**src/rtl/oled_cmd_sequencer_pkg.sv**
```systemverilog
// Shared constants for the SSD1306 power-up sequencer: command opcodes, control bytes,
// FSM state encoding and the transmit beat payload.
package oled_cmd_sequencer_pkg;

  localparam int unsigned INIT_LEN = 25;
  localparam int unsigned IDX_W    = 11;
  localparam int unsigned ROM_AW   = 5;

  localparam logic [7:0] CTRL_CMD  = 8'h00;
  localparam logic [7:0] CTRL_DATA = 8'h40;

  localparam logic [7:0] SSD_DISPLAY_OFF  = 8'hAE;
  localparam logic [7:0] SSD_CLK_DIV      = 8'hD5;
  localparam logic [7:0] SSD_MUX_RATIO    = 8'hA8;
  localparam logic [7:0] SSD_DISP_OFFSET  = 8'hD3;
  localparam logic [7:0] SSD_START_LINE   = 8'h40;
  localparam logic [7:0] SSD_CHARGE_PUMP  = 8'h8D;
  localparam logic [7:0] SSD_MEM_MODE     = 8'h20;
  localparam logic [7:0] SSD_SEG_REMAP    = 8'hA1;
  localparam logic [7:0] SSD_COM_SCAN_DEC = 8'hC8;
  localparam logic [7:0] SSD_COM_PINS     = 8'hDA;
  localparam logic [7:0] SSD_CONTRAST     = 8'h81;
  localparam logic [7:0] SSD_PRECHARGE    = 8'hD9;
  localparam logic [7:0] SSD_VCOMH        = 8'hDB;
  localparam logic [7:0] SSD_RESUME_RAM   = 8'hA4;
  localparam logic [7:0] SSD_NORMAL       = 8'hA6;
  localparam logic [7:0] SSD_DISPLAY_ON   = 8'hAF;

  localparam logic [3:0] S_PWR_WAIT  = 4'd0;
  localparam logic [3:0] S_CMD_START = 4'd1;
  localparam logic [3:0] S_CMD_SEND  = 4'd2;
  localparam logic [3:0] S_CMD_WAIT  = 4'd3;
  localparam logic [3:0] S_CLR_START = 4'd4;
  localparam logic [3:0] S_CLR_SEND  = 4'd5;
  localparam logic [3:0] S_CLR_WAIT  = 4'd6;
  localparam logic [3:0] S_RETRY     = 4'd7;
  localparam logic [3:0] S_DONE      = 4'd8;
  localparam logic [3:0] S_ERR       = 4'd9;

  typedef struct packed {
    logic [7:0] data;
    logic       last;
  } tx_beat_t;

  function automatic logic [7:0] addr_wr_byte(input logic [6:0] addr);
    return {addr, 1'b0};
  endfunction

endpackage

```
**src/rtl/oled_cmd_sequencer_if.sv**
```systemverilog
// Byte-stream link between the OLED sequencer (master) and the I2C engine (slave).
interface oled_cmd_sequencer_if;
  logic       i2c_start;
  logic [7:0] i2c_tx_data;
  logic       i2c_tx_valid;
  logic       i2c_tx_ready;
  logic       i2c_tx_last;
  logic       i2c_busy;
  logic       i2c_done;
  logic       i2c_ack_err;

  modport master (
    output i2c_start, i2c_tx_data, i2c_tx_valid, i2c_tx_last,
    input  i2c_tx_ready, i2c_busy, i2c_done, i2c_ack_err
  );

  modport slave (
    input  i2c_start, i2c_tx_data, i2c_tx_valid, i2c_tx_last,
    output i2c_tx_ready, i2c_busy, i2c_done, i2c_ack_err
  );
endinterface

```
**src/rtl/oled_cmd_sequencer_init_rom.sv**
```systemverilog
// SSD1306 128x64 init command list, combinational lookup by position.
module oled_init_rom
  import oled_cmd_sequencer_pkg::*;
(
  input  logic [ROM_AW-1:0] idx,
  output logic [7:0]        data_c
);

  always_comb begin
    data_c = 8'h00;
    case (idx)
      5'd0:  data_c = SSD_DISPLAY_OFF;
      5'd1:  data_c = SSD_CLK_DIV;
      5'd2:  data_c = 8'h80;
      5'd3:  data_c = SSD_MUX_RATIO;
      5'd4:  data_c = 8'h3F;
      5'd5:  data_c = SSD_DISP_OFFSET;
      5'd6:  data_c = 8'h00;
      5'd7:  data_c = SSD_START_LINE;
      5'd8:  data_c = SSD_CHARGE_PUMP;
      5'd9:  data_c = 8'h14;
      5'd10: data_c = SSD_MEM_MODE;
      5'd11: data_c = 8'h00;
      5'd12: data_c = SSD_SEG_REMAP;
      5'd13: data_c = SSD_COM_SCAN_DEC;
      5'd14: data_c = SSD_COM_PINS;
      5'd15: data_c = 8'h12;
      5'd16: data_c = SSD_CONTRAST;
      5'd17: data_c = 8'hCF;
      5'd18: data_c = SSD_PRECHARGE;
      5'd19: data_c = 8'hF1;
      5'd20: data_c = SSD_VCOMH;
      5'd21: data_c = 8'h40;
      5'd22: data_c = SSD_RESUME_RAM;
      5'd23: data_c = SSD_NORMAL;
      5'd24: data_c = SSD_DISPLAY_ON;
      default: data_c = 8'h00;
    endcase
  end

endmodule

```
**src/rtl/oled_cmd_sequencer.sv**
```systemverilog
// Power-up sequencer for the SSD1306: waits, sends the init list, clears GDDRAM,
// retries NACKed transactions and reports status on the board LEDs.
module oled_cmd_sequencer
  import oled_cmd_sequencer_pkg::*;
#(
  parameter int unsigned PWRUP_CYCLES = 1_000_000,
  parameter logic [6:0]  OLED_ADDR    = 7'h3C,
  parameter int unsigned CLR_BYTES    = 1024,
  parameter logic [7:0]  FILL_BYTE    = 8'h00,
  parameter int unsigned MAX_RETRY    = 3
) (
  input  logic                 clk,
  input  logic                 reset_n,
  oled_cmd_sequencer_if.master bus,
  output logic                 busy,
  output logic                 init_done,
  output logic                 oled_err
);

  localparam int unsigned PWR_W = (PWRUP_CYCLES > 1) ? $clog2(PWRUP_CYCLES) : 1;
  localparam int unsigned RTY_W = (MAX_RETRY > 0) ? $clog2(MAX_RETRY + 1) : 1;
  localparam logic [IDX_W-1:0] CMD_END  = IDX_W'(INIT_LEN + 1);
  localparam logic [IDX_W-1:0] CLR_END  = IDX_W'(CLR_BYTES + 1);
  localparam logic [PWR_W-1:0] PWR_LAST = PWR_W'(PWRUP_CYCLES - 1);
  localparam logic [RTY_W-1:0] RTY_MAX  = RTY_W'(MAX_RETRY);

  logic [3:0]       state_q, state_d;
  logic [PWR_W-1:0] pwr_cnt_q, pwr_cnt_d;
  logic [IDX_W-1:0] idx_q, idx_d;
  logic [RTY_W-1:0] retry_q, retry_d;
  logic             clr_q, clr_d;
  logic             start_q, start_d;
  logic             valid_q, valid_d;
  tx_beat_t         beat_q, beat_d;
  logic             busy_q, busy_d;
  logic             init_done_q, init_done_d;
  logic             oled_err_q, oled_err_d;

  logic             in_send_c;
  logic [IDX_W-1:0] sel_idx_c;
  logic [IDX_W-1:0] end_idx_c;
  logic [ROM_AW-1:0] rom_idx_c;
  logic [7:0]       rom_data_c;
  tx_beat_t         nxt_beat_c;

  oled_init_rom u_rom (
    .idx    (rom_idx_c),
    .data_c (rom_data_c)
  );

  // Beat for the byte after the current one (or byte 0 when a transaction starts).
  always_comb begin
    nxt_beat_c = '0;
    in_send_c  = (state_q == S_CMD_SEND) || (state_q == S_CLR_SEND);
    sel_idx_c  = in_send_c ? idx_q + IDX_W'(1) : '0;
    end_idx_c  = clr_q ? CLR_END : CMD_END;
    rom_idx_c  = ROM_AW'(sel_idx_c - IDX_W'(2));
    if (sel_idx_c == '0) begin
      nxt_beat_c.data = addr_wr_byte(OLED_ADDR);
    end else if (sel_idx_c == IDX_W'(1)) begin
      nxt_beat_c.data = clr_q ? CTRL_DATA : CTRL_CMD;
    end else begin
      nxt_beat_c.data = clr_q ? FILL_BYTE : rom_data_c;
    end
    nxt_beat_c.last = (sel_idx_c == end_idx_c);
  end

  always_comb begin
    state_d   = state_q;
    pwr_cnt_d = pwr_cnt_q;
    idx_d     = idx_q;
    retry_d   = retry_q;
    clr_d     = clr_q;
    start_d   = 1'b0;
    valid_d   = valid_q;
    beat_d    = beat_q;

    case (state_q)
      S_PWR_WAIT: begin
        if (pwr_cnt_q == PWR_LAST) state_d = S_CMD_START;
        else                       pwr_cnt_d = pwr_cnt_q + PWR_W'(1);
      end
      S_CMD_START, S_CLR_START: begin
        if (!bus.i2c_busy) begin
          start_d = 1'b1;
          idx_d   = '0;
          valid_d = 1'b1;
          beat_d  = nxt_beat_c;
          state_d = clr_q ? S_CLR_SEND : S_CMD_SEND;
        end
      end
      S_CMD_SEND, S_CLR_SEND: begin
        // An early done is the master aborting on NACK: retry without waiting.
        if (bus.i2c_done) begin
          valid_d = 1'b0;
          beat_d  = '0;
          state_d = S_RETRY;
        end else if (valid_q && bus.i2c_tx_ready) begin
          if (beat_q.last) begin
            valid_d = 1'b0;
            beat_d  = '0;
            state_d = clr_q ? S_CLR_WAIT : S_CMD_WAIT;
          end else begin
            idx_d  = sel_idx_c;
            beat_d = nxt_beat_c;
          end
        end
      end
      S_CMD_WAIT, S_CLR_WAIT: begin
        if (bus.i2c_done) begin
          if (bus.i2c_ack_err) begin
            state_d = S_RETRY;
          end else begin
            retry_d = '0;
            clr_d   = 1'b1;
            state_d = clr_q ? S_DONE : S_CLR_START;
          end
        end
      end
      S_RETRY: begin
        if (retry_q == RTY_MAX) begin
          state_d = S_ERR;
        end else begin
          retry_d = retry_q + RTY_W'(1);
          state_d = clr_q ? S_CLR_START : S_CMD_START;
        end
      end
      S_DONE, S_ERR: ;
      default: state_d = S_PWR_WAIT;
    endcase

    busy_d      = (state_d != S_DONE) && (state_d != S_ERR);
    init_done_d = (state_d == S_DONE);
    oled_err_d  = (state_d == S_ERR);
  end

  always_ff @(posedge clk or negedge reset_n) begin
    if (!reset_n) begin
      state_q     <= S_PWR_WAIT;
      pwr_cnt_q   <= '0;
      idx_q       <= '0;
      retry_q     <= '0;
      clr_q       <= 1'b0;
      start_q     <= 1'b0;
      valid_q     <= 1'b0;
      beat_q      <= '0;
      busy_q      <= 1'b1;
      init_done_q <= 1'b0;
      oled_err_q  <= 1'b0;
    end else begin
      state_q     <= state_d;
      pwr_cnt_q   <= pwr_cnt_d;
      idx_q       <= idx_d;
      retry_q     <= retry_d;
      clr_q       <= clr_d;
      start_q     <= start_d;
      valid_q     <= valid_d;
      beat_q      <= beat_d;
      busy_q      <= busy_d;
      init_done_q <= init_done_d;
      oled_err_q  <= oled_err_d;
    end
  end

  assign bus.i2c_start    = start_q;
  assign bus.i2c_tx_valid = valid_q;
  assign bus.i2c_tx_data  = beat_q.data;
  assign bus.i2c_tx_last  = beat_q.last;
  assign busy             = busy_q;
  assign init_done        = init_done_q;
  assign oled_err         = oled_err_q;

endmodule

```
**src/flat_wrapper.sv**
```systemverilog
// flat-port wrapper written by rule: the top's interface ports become plain ports
module oled_cmd_sequencer_flat import oled_cmd_sequencer_pkg::*;
#(
  parameter int unsigned PWRUP_CYCLES = 1_000_000,
  parameter logic [6:0]  OLED_ADDR    = 7'h3C,
  parameter int unsigned CLR_BYTES    = 1024,
  parameter logic [7:0]  FILL_BYTE    = 8'h00,
  parameter int unsigned MAX_RETRY    = 3
)
  (clk, reset_n, busy, init_done, oled_err, bus_i2c_start, bus_i2c_tx_data, bus_i2c_tx_valid, bus_i2c_tx_last, bus_i2c_tx_ready, bus_i2c_busy, bus_i2c_done, bus_i2c_ack_err);
  oled_cmd_sequencer_if bus_i ();
  input  logic clk;
  input  logic reset_n;
  output logic busy;
  output logic init_done;
  output logic oled_err;
  output wire logic [$bits(bus_i.i2c_start)-1:0] bus_i2c_start;
  output wire logic [$bits(bus_i.i2c_tx_data)-1:0] bus_i2c_tx_data;
  output wire logic [$bits(bus_i.i2c_tx_valid)-1:0] bus_i2c_tx_valid;
  output wire logic [$bits(bus_i.i2c_tx_last)-1:0] bus_i2c_tx_last;
  input wire logic [$bits(bus_i.i2c_tx_ready)-1:0] bus_i2c_tx_ready;
  input wire logic [$bits(bus_i.i2c_busy)-1:0] bus_i2c_busy;
  input wire logic [$bits(bus_i.i2c_done)-1:0] bus_i2c_done;
  input wire logic [$bits(bus_i.i2c_ack_err)-1:0] bus_i2c_ack_err;
  assign bus_i2c_start = bus_i.i2c_start;
  assign bus_i2c_tx_data = bus_i.i2c_tx_data;
  assign bus_i2c_tx_valid = bus_i.i2c_tx_valid;
  assign bus_i2c_tx_last = bus_i.i2c_tx_last;
  assign bus_i.i2c_tx_ready = bus_i2c_tx_ready;
  assign bus_i.i2c_busy = bus_i2c_busy;
  assign bus_i.i2c_done = bus_i2c_done;
  assign bus_i.i2c_ack_err = bus_i2c_ack_err;
  oled_cmd_sequencer #(.PWRUP_CYCLES(PWRUP_CYCLES), .OLED_ADDR(OLED_ADDR), .CLR_BYTES(CLR_BYTES), .FILL_BYTE(FILL_BYTE), .MAX_RETRY(MAX_RETRY)) u_core (.clk(clk), .reset_n(reset_n), .bus(bus_i), .busy(busy), .init_done(init_done), .oled_err(oled_err));
endmodule
```
**config.mk**
```make
export PLATFORM = sky130hd
export DESIGN_NAME = oled_cmd_sequencer_flat
export DESIGN_NICKNAME = d
export VERILOG_FILES = /design/src/rtl/oled_cmd_sequencer_pkg.sv /design/src/rtl/oled_cmd_sequencer_if.sv /design/src/rtl/oled_cmd_sequencer_init_rom.sv /design/src/rtl/oled_cmd_sequencer.sv /design/src/flat_wrapper.sv
export SDC_FILE = /design/constraint.sdc
export NUM_CORES = 1
export LEC_CHECK = 0
export BUFFER_PORTS_ARGS = -buffer_cell sky130_fd_sc_hd__buf_2
export CAP_MARGIN = 20
export CELL_PAD_IN_SITES_DETAIL_PLACEMENT = 1
export CELL_PAD_IN_SITES_GLOBAL_PLACEMENT = 1
export CORE_ASPECT_RATIO = 0.7
export CORE_MARGIN = 2
export CORE_UTILIZATION = 47
export DETAILED_ROUTE_END_ITERATION = 8
export PLACE_DENSITY_LB_ADDON = 0.1
export SLEW_MARGIN = 20
export SYNTH_ARGS = -nofsm -noshare
export SYNTH_HDL_FRONTEND = slang
export SYNTH_SLANG_ARGS = --single-unit
```
**constraint.sdc**
```tcl
create_clock -name clk -period 3.7 [get_ports clk]
set_input_delay 0.74 -clock clk [delete_from_list [all_inputs] [get_ports clk]]
set_output_delay 0.74 -clock clk [all_outputs]
set_load 0.02 [all_outputs]
```
* Word level (Yosys, flattened, before mapping)
Memory sizes are Yosys's and may differ from the RTL's.
Index checks and enable logic that the tools add are counted.
** Word-level totals
- Memories :: 1
- Bits of input ports :: 6
- Output and inout port bits :: 14
- Bits in read-only memories :: 256
- Word-level logic and storage cells :: 102
- Bits in registers :: 52
** Operators by class
- Equality and inequality tests :: 26
- Multiplexer cells :: 40
- Reduce and logical (&&, ||, !) cells :: 17
- Add/subtract/negate cells :: 4
- Bitwise operators :: 2
** Memories
- (no name shown) :: words 32, width 8, rd ports 1, clocked after memory_dff 0, write ports 0, RTL line oled_cmd_sequencer_init_rom.sv:11 : case (idx)
** Operators by type and width (count)
- $mux W11 :: 6
- $mux W4 :: 9
- $mux W9 :: 4
- $mux W8 :: 3
- $pmux W4 S6 :: 1
- $pmux W11 S2 :: 1
- $add A20 B1 Y20 const B :: 1
- $eq A20 B20 Y1 const B :: 1
- $pmux W9 S2 :: 1
- $eq A4 B3 Y1 const B :: 4
- $eq A4 B4 Y1 const B :: 4
- $ne A2 B2 Y1 const B :: 6
- $add A11 B1 Y11 const B :: 1
- $eq A11 B1 Y1 const B :: 1
- $eq A11 B11 Y1 :: 1
- $logic_not A11 Y1 :: 1
- $mux W3 :: 3
- $eq A4 B2 Y1 const B :: 2
- $ne A4 B4 Y1 const B :: 2
- $reduce_and A4 Y1 :: 2
- $reduce_or A2 Y1 :: 4
- $mux W7 :: 1
- $mux W1 :: 6
- $mux W2 :: 3
- 16 further kinds :: 21

* Logic depth before layout (Yosys ltp)
Gate-level depths: netlist of run 1.
An unclocked memory read counts as a cell.
- Word-level depth :: 12
- Depth in mapped cells :: 14
- Gate-level depth less buffers :: 11

* By module
Synthesis of run 1 repeated with hierarchy kept, for this count alone.
** Unflattened totals
- Cells, all modules :: 384
- Area total of the unflattened synthesis :: 3450.8 um^2
** Modules (own cells, without submodules)
- oled_cmd_sequencer :: instances 1, sequential area each 1302.5 um^2, area an instance 2971.6 um^2, cells an instance 316
- oled_init_rom :: instances 1, sequential area each 0.0 um^2, area an instance 479.2 um^2, cells an instance 68

* Worst setup path after synthesis of run 1
No wires, ideal clock.
- Kind :: flip-flop to flip-flop
- From :: register u_core.state_q[0]
- To :: register u_core.beat_q, in the netlist u_core.bus.i2c_tx_data[7]
- Arrival :: 2916 ps
- Data required time :: 3569 ps
- Library setup time :: 131 ps
- Path slack :: 652 ps
- Clock period less this slack :: 3048 ps
- Buffers on the path :: 2
- Cell stages (with the launch flop) :: 13
- Cells stage by stage :: dfrtp_1 -> or4b_1 -> nand2_1 -> clkbuf_1 -> nand2b_1 -> ha_1 -> inv_1 -> nor3_1 -> a221oi_1 -> buf_2 -> nor3_1 -> a2111oi_0 -> o21ai_1
** On the way
- Longest elaborated chain between the ends :: 12
- Elaborated cells between the ends (all ways) :: 24
- Classes of those cells :: add/sub (1); eq/ne (7); mux (9); reduce/logical (6); memory (1)
** Ends and longest elaborated chain
- start: declaration :: RTL line oled_cmd_sequencer.sv:27 : logic [3:0] state_q, state_d;
- start signal: assignment :: RTL line oled_cmd_sequencer.sv:151 : state_q <= state_d;
- $eq A4 B2 Y1 / $eq A4 B3 Y1 (equally long branches) :: RTL line oled_cmd_sequencer.sv:54, oled_cmd_sequencer.sv:78
- $logic_or A1 B1 Y1 :: RTL line oled_cmd_sequencer.sv:54 : in_send_c = (state_q == S_CMD_SEND) || (state_q == S_CLR_SEND);
- $mux W11 :: RTL line oled_cmd_sequencer.sv:55 : sel_idx_c = in_send_c ? idx_q + IDX_W'(1) : '0;
- $sub A5 B2 Y5 :: RTL line oled_cmd_sequencer.sv:57 : rom_idx_c = ROM_AW'(sel_idx_c - IDX_W'(2));
- $mem_v2 Z32 W8
- $mux W8 :: RTL line oled_cmd_sequencer.sv:63 : nxt_beat_c.data = clr_q ? FILL_BYTE : rom_data_c;
- $mux W8 :: RTL line oled_cmd_sequencer.sv:60 : end else if (sel_idx_c == IDX_W'(1)) begin
- $mux W8 :: RTL line oled_cmd_sequencer.sv:58 : if (sel_idx_c == '0) begin
- $mux W9 :: RTL line oled_cmd_sequencer.sv:99 : if (beat_q.last) begin
- $mux W9 :: RTL line oled_cmd_sequencer.sv:98 : end else if (valid_q && bus.i2c_tx_ready) begin
- $mux W9 :: RTL line oled_cmd_sequencer.sv:94 : if (bus.i2c_done) begin
- $pmux W9 S2 :: RTL line oled_cmd_sequencer.sv:78 : case (state_q)
- end signal: assignment :: RTL line oled_cmd_sequencer.sv:158 : beat_q <= beat_d;
- end: declaration :: RTL line oled_cmd_sequencer.sv:34 : tx_beat_t beat_q, beat_d;
Parallel ways exist; a longest one is shown, timed or not. The select of a mux whose other input is x is not followed.
A chain may end at the register's enable or synchronous reset.

* Worst setup path after layout of run 1
- From :: register u_core.state_q[3]
- To :: register u_core.beat_q, in the netlist u_core.bus.i2c_tx_data[4]
Same word-level chain as after synthesis.

==> results of run 1 <==
## layer usage
metal	global-route usage, %	wire length (um)	vias up
met3	3.51	393	12
met1	40.1	5140	1568
li1	-	-	1500
met2	39.0	4160	63
met5	0	0	-
met4	5.71	132	0
## power by group through the flow
stage | clock network, uW | logic [uW] | registers, uW
after floorplan | 0 | 818 | 814
after global placement | 0 | 1150 | 814
after detailed placement | 0 | 1180 | 822
after CTS | 449 | 1180 | 811
after global routing | 472 | 1320 | 833
final | 440 | 1180 | 814
## placed cells by master (no fill, tap or decap), drive strengths merged, types with 3 or more instances in the layout
| cell type | instances |
|---|---|
| o22ai | 5 |
| a211oi | 5 |
| nor3 | 13 |
| clkbuf | 5 |
| o21ai | 29 |
| o31ai | 4 |
| or3b | 3 |
| o21a | 3 |
| buf | 36 |
| xnor2 | 24 |
| nand3 | 21 |
| a31oi | 6 |
| mux2i | 4 |
| a21oi | 19 |
| nor4 | 5 |
| nand2b | 6 |
| ha | 11 |
| nor2b | 3 |
| or4b | 4 |
| nand4 | 8 |
| nor2 | 26 |
| nand2 | 57 |
| inv | 17 |
| and3 | 6 |
| xor2 | 8 |
| nor3b | 4 |
| o211ai | 7 |
| dfrtp | 51 |
## path summary, 6_finish.rpt
path,slack [ns],to,startpoint
max,0.32,u_core.bus.i2c_tx_data[4],u_core.state_q[3]
min,0.39,u_core.idx_q[4],reset_n
max reg2reg,0.32,u_core.bus.i2c_tx_data[4],u_core.state_q[3]
min reg2reg,0.48,u_core.pwr_cnt_q[5],u_core.pwr_cnt_q[5]
max in group asynchronous,2.48,u_core.busy,reset_n
min in group clk,0.48,u_core.pwr_cnt_q[5],u_core.pwr_cnt_q[5]
## area by class of cell
type,count,area [um2]
fill,886,3400
multi-input combinational,317,2030
sequential,52,1300
timing repair buffer,36,223
tap,98,123
clock buffer,5,68.8
inverter,15,56.3
clock inverter,3,50.0
## state kept, by name, summed over array words and instances (netlist names)
name                     count
u_core.bus.i2c_tx_last       1
u_core.bus.i2c_start         1
u_core.clr_q                 1
u_core.bus.i2c_tx_data       8
u_core.idx_q                11
u_core.bus.i2c_tx_valid      1
u_core.oled_err              1
u_core.retry_q               2
u_core.state_q               4
u_core.init_done             1
u_core.busy                  1
u_core.pwr_cnt_q            20
## stage by stage
step                hold slack (ns)  power (uW)  worst slack, ns
floorplan                     0.434        1630            0.652
global placement              0.454        1960            0.502
detailed placement            0.465        2000            0.357
CTS                           0.404        2440            0.334
global route                  0.417        2630           0.0498
finish                        0.392        2440            0.319
## critical path, stage by stage, from the launching register on
cell      delay (ns)
dfrtp_1         0.50
or4b_1          0.57
nand2_1         0.22
nand2b_1        0.19
ha_1            0.34
inv_1           0.21
nor3_1          0.09
a221oi_1        0.22
buf_4           0.24
nand2_1         0.07
mux4_2          0.49
o211ai_1        0.16
## cell families after synthesis
group	Yosys count	share of synthesized area [%]
adder cells (fa/ha/maj)	11	3.94
buffers and inverters	38	4.55
XOR/XNOR	32	8.23
flip-flops	52	37.3
AO/OA/AOI/OAI	93	17.0
AND/OR/NAND/NOR	174	26.6
multiplexers	7	2.43
==> results.md, run 1 <==
- Crit path required time: a little under 4 ns
- Post-synth ARST share: 100%
- FP Rows: 26
- FF+latch count, synth: between 50 and 60
- Rel. slew slack: about 39%
- Status: complete, no violations
- Htree depth: 2
- Nets@finish: between 400 and 500
- Setup TNS: 0 ns
- Leakage: about 0.0017 uW
- DR vias: roughly 3100
- Initial DRT Pass Iterations: 4
- Combinational power share: 48.6%
- Top-area cell type share of the netlist area: a little over a third
- Placed Area: 0.00374 mm2
- Min cycle time layout: around 3.4 ns
- Synthesized instance count: 407
- RSZ-0062 raised after global routing: no
- Synthesized area per cell: ~8.6 um2
- Via density: between 5 and 6
- CTS max path bufs: 2
- Clk_skew: between 0.007 and 0.008 ns
- Tot GR Track Use: a little over a quarter
- PortBufs: 19
- Die span in y: between 70 and 80 um
- Syn nets: approximately 420
- DRC Markers: 0
- Worst-path clk slew: between 0.1 and 0.15 ns
- Max Slew Vio Count: 0
- Worst Setup Path Type: register to register
- Worst setup SP type: register
- Fin area: just under 0.004 mm2
- Hold buffers post-CTS: 0
- Reg power frac: approximately 33%
- Sequential share of the synthesized area: 37.3%
- Worst slew pin tran: 0.914 ns
- Cell with the most instances after synthesis: nand2_1
- P_sw: roughly 1100 uW
- Max Freq: 296 MHz
- Top_reg_cell synth: dfrtp_1
- Ports: 20
- P_int: 1340 uW
- TritonCTS clock tree: done
- Area delta synth->final: 10.3%
- Top post-synthesis cells by count: 57 x nand2_1, 51 x dfrtp_1, 24 x nor2_1
- Largest area contributor in the netlist: dfrtp_1
- Initial Utilization: about half
- Switch share: between 40% and 50%
- Hold Vio Cnt, Final: 0
- Max Cap Viol: 0
- Vias in the first global route: 3250
- Worst setup EP type: register
- Layout cell share with drive strength beyond 1: about 14%
- Die Area: roughly 0.0082 mm2
- DR WL/cell: around 19 um
- EDFF count, synth: 0
- Hpwl dp: approximately 7300 um
- Arrival time at the worst endpoint: about 3.6 ns
- Post-Syn Area: roughly 0.0035 mm2
- Largest net degree at the start of global routing: 32
- Clk_lat worst skew: roughly 0.32 ns
- Pwr dens: 632 mW/mm2
- Clock Power Share: between 10% and 20%
- Final ANT Viol Nets: 0
- Count of unique library cells instantiated by Yosys: a little over 60
- Fin crit share: about nine tenths
- Die width: between 100 and 150 um
- First-pass GRT wire length: around 17000 um
- Initial antenna violation count: 0
- Post_cts resized: 0
- RePlAce Congestion: 0.992
- Top post-synthesis cells by area: dfrtp_1 37%, nand2_1 6.1%, xnor2_1 5.8%
- Core area: 0.00725 mm2
- Final Util: between 50 and 60%
- Yosys synthesis warning count: 0
- Clk sink count: 52
- # setup viols final: 0
- Post-CTS Setup Inserts: 0
- Root Buffer: clkbuf_8
- Total CTS buffers: 5
- Grt ovf: 0
- Placed cell count: 518
- Routed WL: 9830 um
- Number of DRC markers in iteration 0: roughly 200
- Non-filler instance count after layout: around 530
- Worst r2r path cells: 11
- # diodes: 0
- Hold Crit Class: input port to async pin
- Max VDD drop: 315 uV
- Crit path max fanout: 12
(Power assumes the default switching activity.)
==> run 2, diff against run 1 <==
Settings changed: CORE_UTILIZATION 47 to 46.
==> run 2 against run 1 <==
Non-clock buffer count decreased by 3. Sequential share of layout area increased by 0.18 points. Cell count decreased by 0.57%. Worst hold slack improved by 0.090 ns. Total power decreased by 0.65%. Global-route usage decreased by 1.5 points. Worst setup slack improved by 0.055 ns. Combinational power about the same. Critical path type unchanged. Largest cell class unchanged. Highest routed layer unchanged.
==> results.md, run 2 (same netlist as run 1, synthesis figures left out) <==
- DR vias: about 3100
- Crit path max fanout: 12
- Met1 GRT Util: a little under two fifths
- Initial DRT Pass Iterations: 5
- Crit path required time: a little under 4 ns
- Worst setup EP type: register
- Die width: between 100 and 150 um
- Max Freq: approximately 300 MHz
- Initial Utilization: between 40% and 50%
- Max stage delay on crit path: approximately 0.57 ns
- Number of DRC markers in iteration 0: 205
- Setup TNS: 0 ns
- PortBufs: 19
- Routed WL: ~9700 um
- Leakage: between 0.0015 and 0.002 uW
- Root Buffer: clkbuf_8
- FP Rows: 26
- CTS max path bufs: 2
- Pwr dens: roughly 630 mW/mm2
- Clk_lat worst skew: 0.31 ns
- Delay-heaviest family, CP: compound AO/OA/AOI/OAI gates
- Reg with most FFs: u_core.pwr_cnt_q
- Hold buffers post-CTS: 0
- Die Area: about 0.0083 mm2
- Most frequent CP cell: nand2_1
- # setup viols final: 0
- CP cell instances: or4b_1 > nand2_1 > nand2_1 > ha_1 > o21a_1 > a221oi_1 > buf_4 > nor3_1 > a2111oi_0 > o21ai_1
- Commonest non-fill, non-tap cells in the layout: 57 x nand2_1, 51 x dfrtp_1, 24 x nor2_1
- Total CTS buffers: 5
- Status: complete, no violations
- Core area: 0.00732 mm2
- Worst-path clk slew: 0.10 ns
- Vias in the first global route: 3143
- Min cycle time layout: about 3.3 ns
- GRT met2 Usage: 36.5%
- Final Util: around 52%
- Worst setup SP type: register
- Met3 Use GR: around 3.7%
- Max Cap Viol: 0
- Gr busiest metal: met1
- Rel. slew slack: between 40 and 50%
- Nets@finish: between 400 and 500
- Initial antenna violation count: 0
- DRC Markers: 0
- Reg2Reg Launch Point: u_core.state_q[3]
- Hold Crit Class: register to register
- RePlAce Congestion: a little under 1
- Htree depth: 2
- Tot GR Track Use: between 20% and 30%
- Hold_sp: u_core.pwr_cnt_q[17]
- # diodes: 0
- CP startpoint: u_core.state_q[3]
- Hpwl dp: roughly 7300 um
- Clk sink count: 52
- DR WL/cell: approximately 18 um
- Layout cell share with drive strength beyond 1: a little over an eighth
- Max VDD drop: approximately 280 uV
- Max Slew Vio Count: 0
- Arrival time at the worst endpoint: 3.51 ns
- Worst slew pin tran: 0.814 ns
- CP max stage cell: or4b_1
- Hold Vio Cnt, Final: 0
- Worst Setup Path Type: register to register
- Via density: between 5 and 6
- Die span in y: roughly 77 um
- Area delta synth->final: 9.77%
- Post_cts resized: 0
- Clk_skew: 0.00848 ns
- Grt ovf: 0
- # fillers: 879
- Post-CTS Setup Inserts: 0
- Final ANT Viol Nets: 0
- First-pass GRT wire length: 16400 um
- Buf/Inv on CP: 1
- Fin crit share: 89.9%
- Largest register FFs: 20
- Ports: 20
- TritonCTS clock tree: done
- Commonest non-fill, non-tap cell in the layout: nand2_1
- Largest net degree at the start of global routing: 35
- RSZ-0062 raised after global routing: no
==> run 2: area by class of cell <==
cell class              instances  area, um2  area share [%]
multi-input cells             317       2030            53.0
flip-flops and latches         52       1300            33.9
repair buffers                 33        200            5.22
well taps                      98        123            3.20
clock buffers                   6       82.6            2.15
inverters                      15       56.3            1.47
clock inverters                 2       38.8            1.01
==> run 2: power by group <==
group / internal [uW] / switching (uW) / total, uW
logic: 444 / 758 / 1200
clock network: 222 / 201 / 423
registers: 685 / 114 / 799
==> run 2: path summary, 6_finish.rpt <==
check,slack [ns],endpoint,depth (start not counted)
worst max register to register,0.37,u_core.bus.i2c_tx_data[7],10
worst min register to register,0.48,u_core.pwr_cnt_q[17],1
max in group asynchronous,2.43,u_core.bus.i2c_tx_valid,2
worst max-delay path,0.37,u_core.bus.i2c_tx_data[7],10
min in group asynchronous,0.50,u_core.pwr_cnt_q[0],1
worst min-delay path,0.48,u_core.pwr_cnt_q[17],1
==> run 2: stage by stage <==
| stage | instance area (um2) | power (uW) | hold WS, ns | setup WS (ns) | std cells |
|---|---|---|---|---|---|
| finish | 3840 | 2420 | 0.482 | 0.374 | 523 |
| global route | 3840 | 2610 | 0.505 | 0.0582 | 523 |
| CTS | 3840 | 2420 | 0.484 | 0.382 | 523 |
| detailed placement | 3720 | 2000 | 0.461 | 0.400 | 515 |
| global placement | 3720 | 1970 | 0.449 | 0.576 | 515 |
| floorplan | 3500 | 1630 | 0.434 | 0.652 | 407 |
==> run 2: routing by layer <==
metal	wire length, um	up-vias	share of wire, %
met5	0	-	0
met4	55	0	0.57
met3	478	6	4.9
met2	4180	77	43
met1	4960	1551	51
li1	-	1498	-
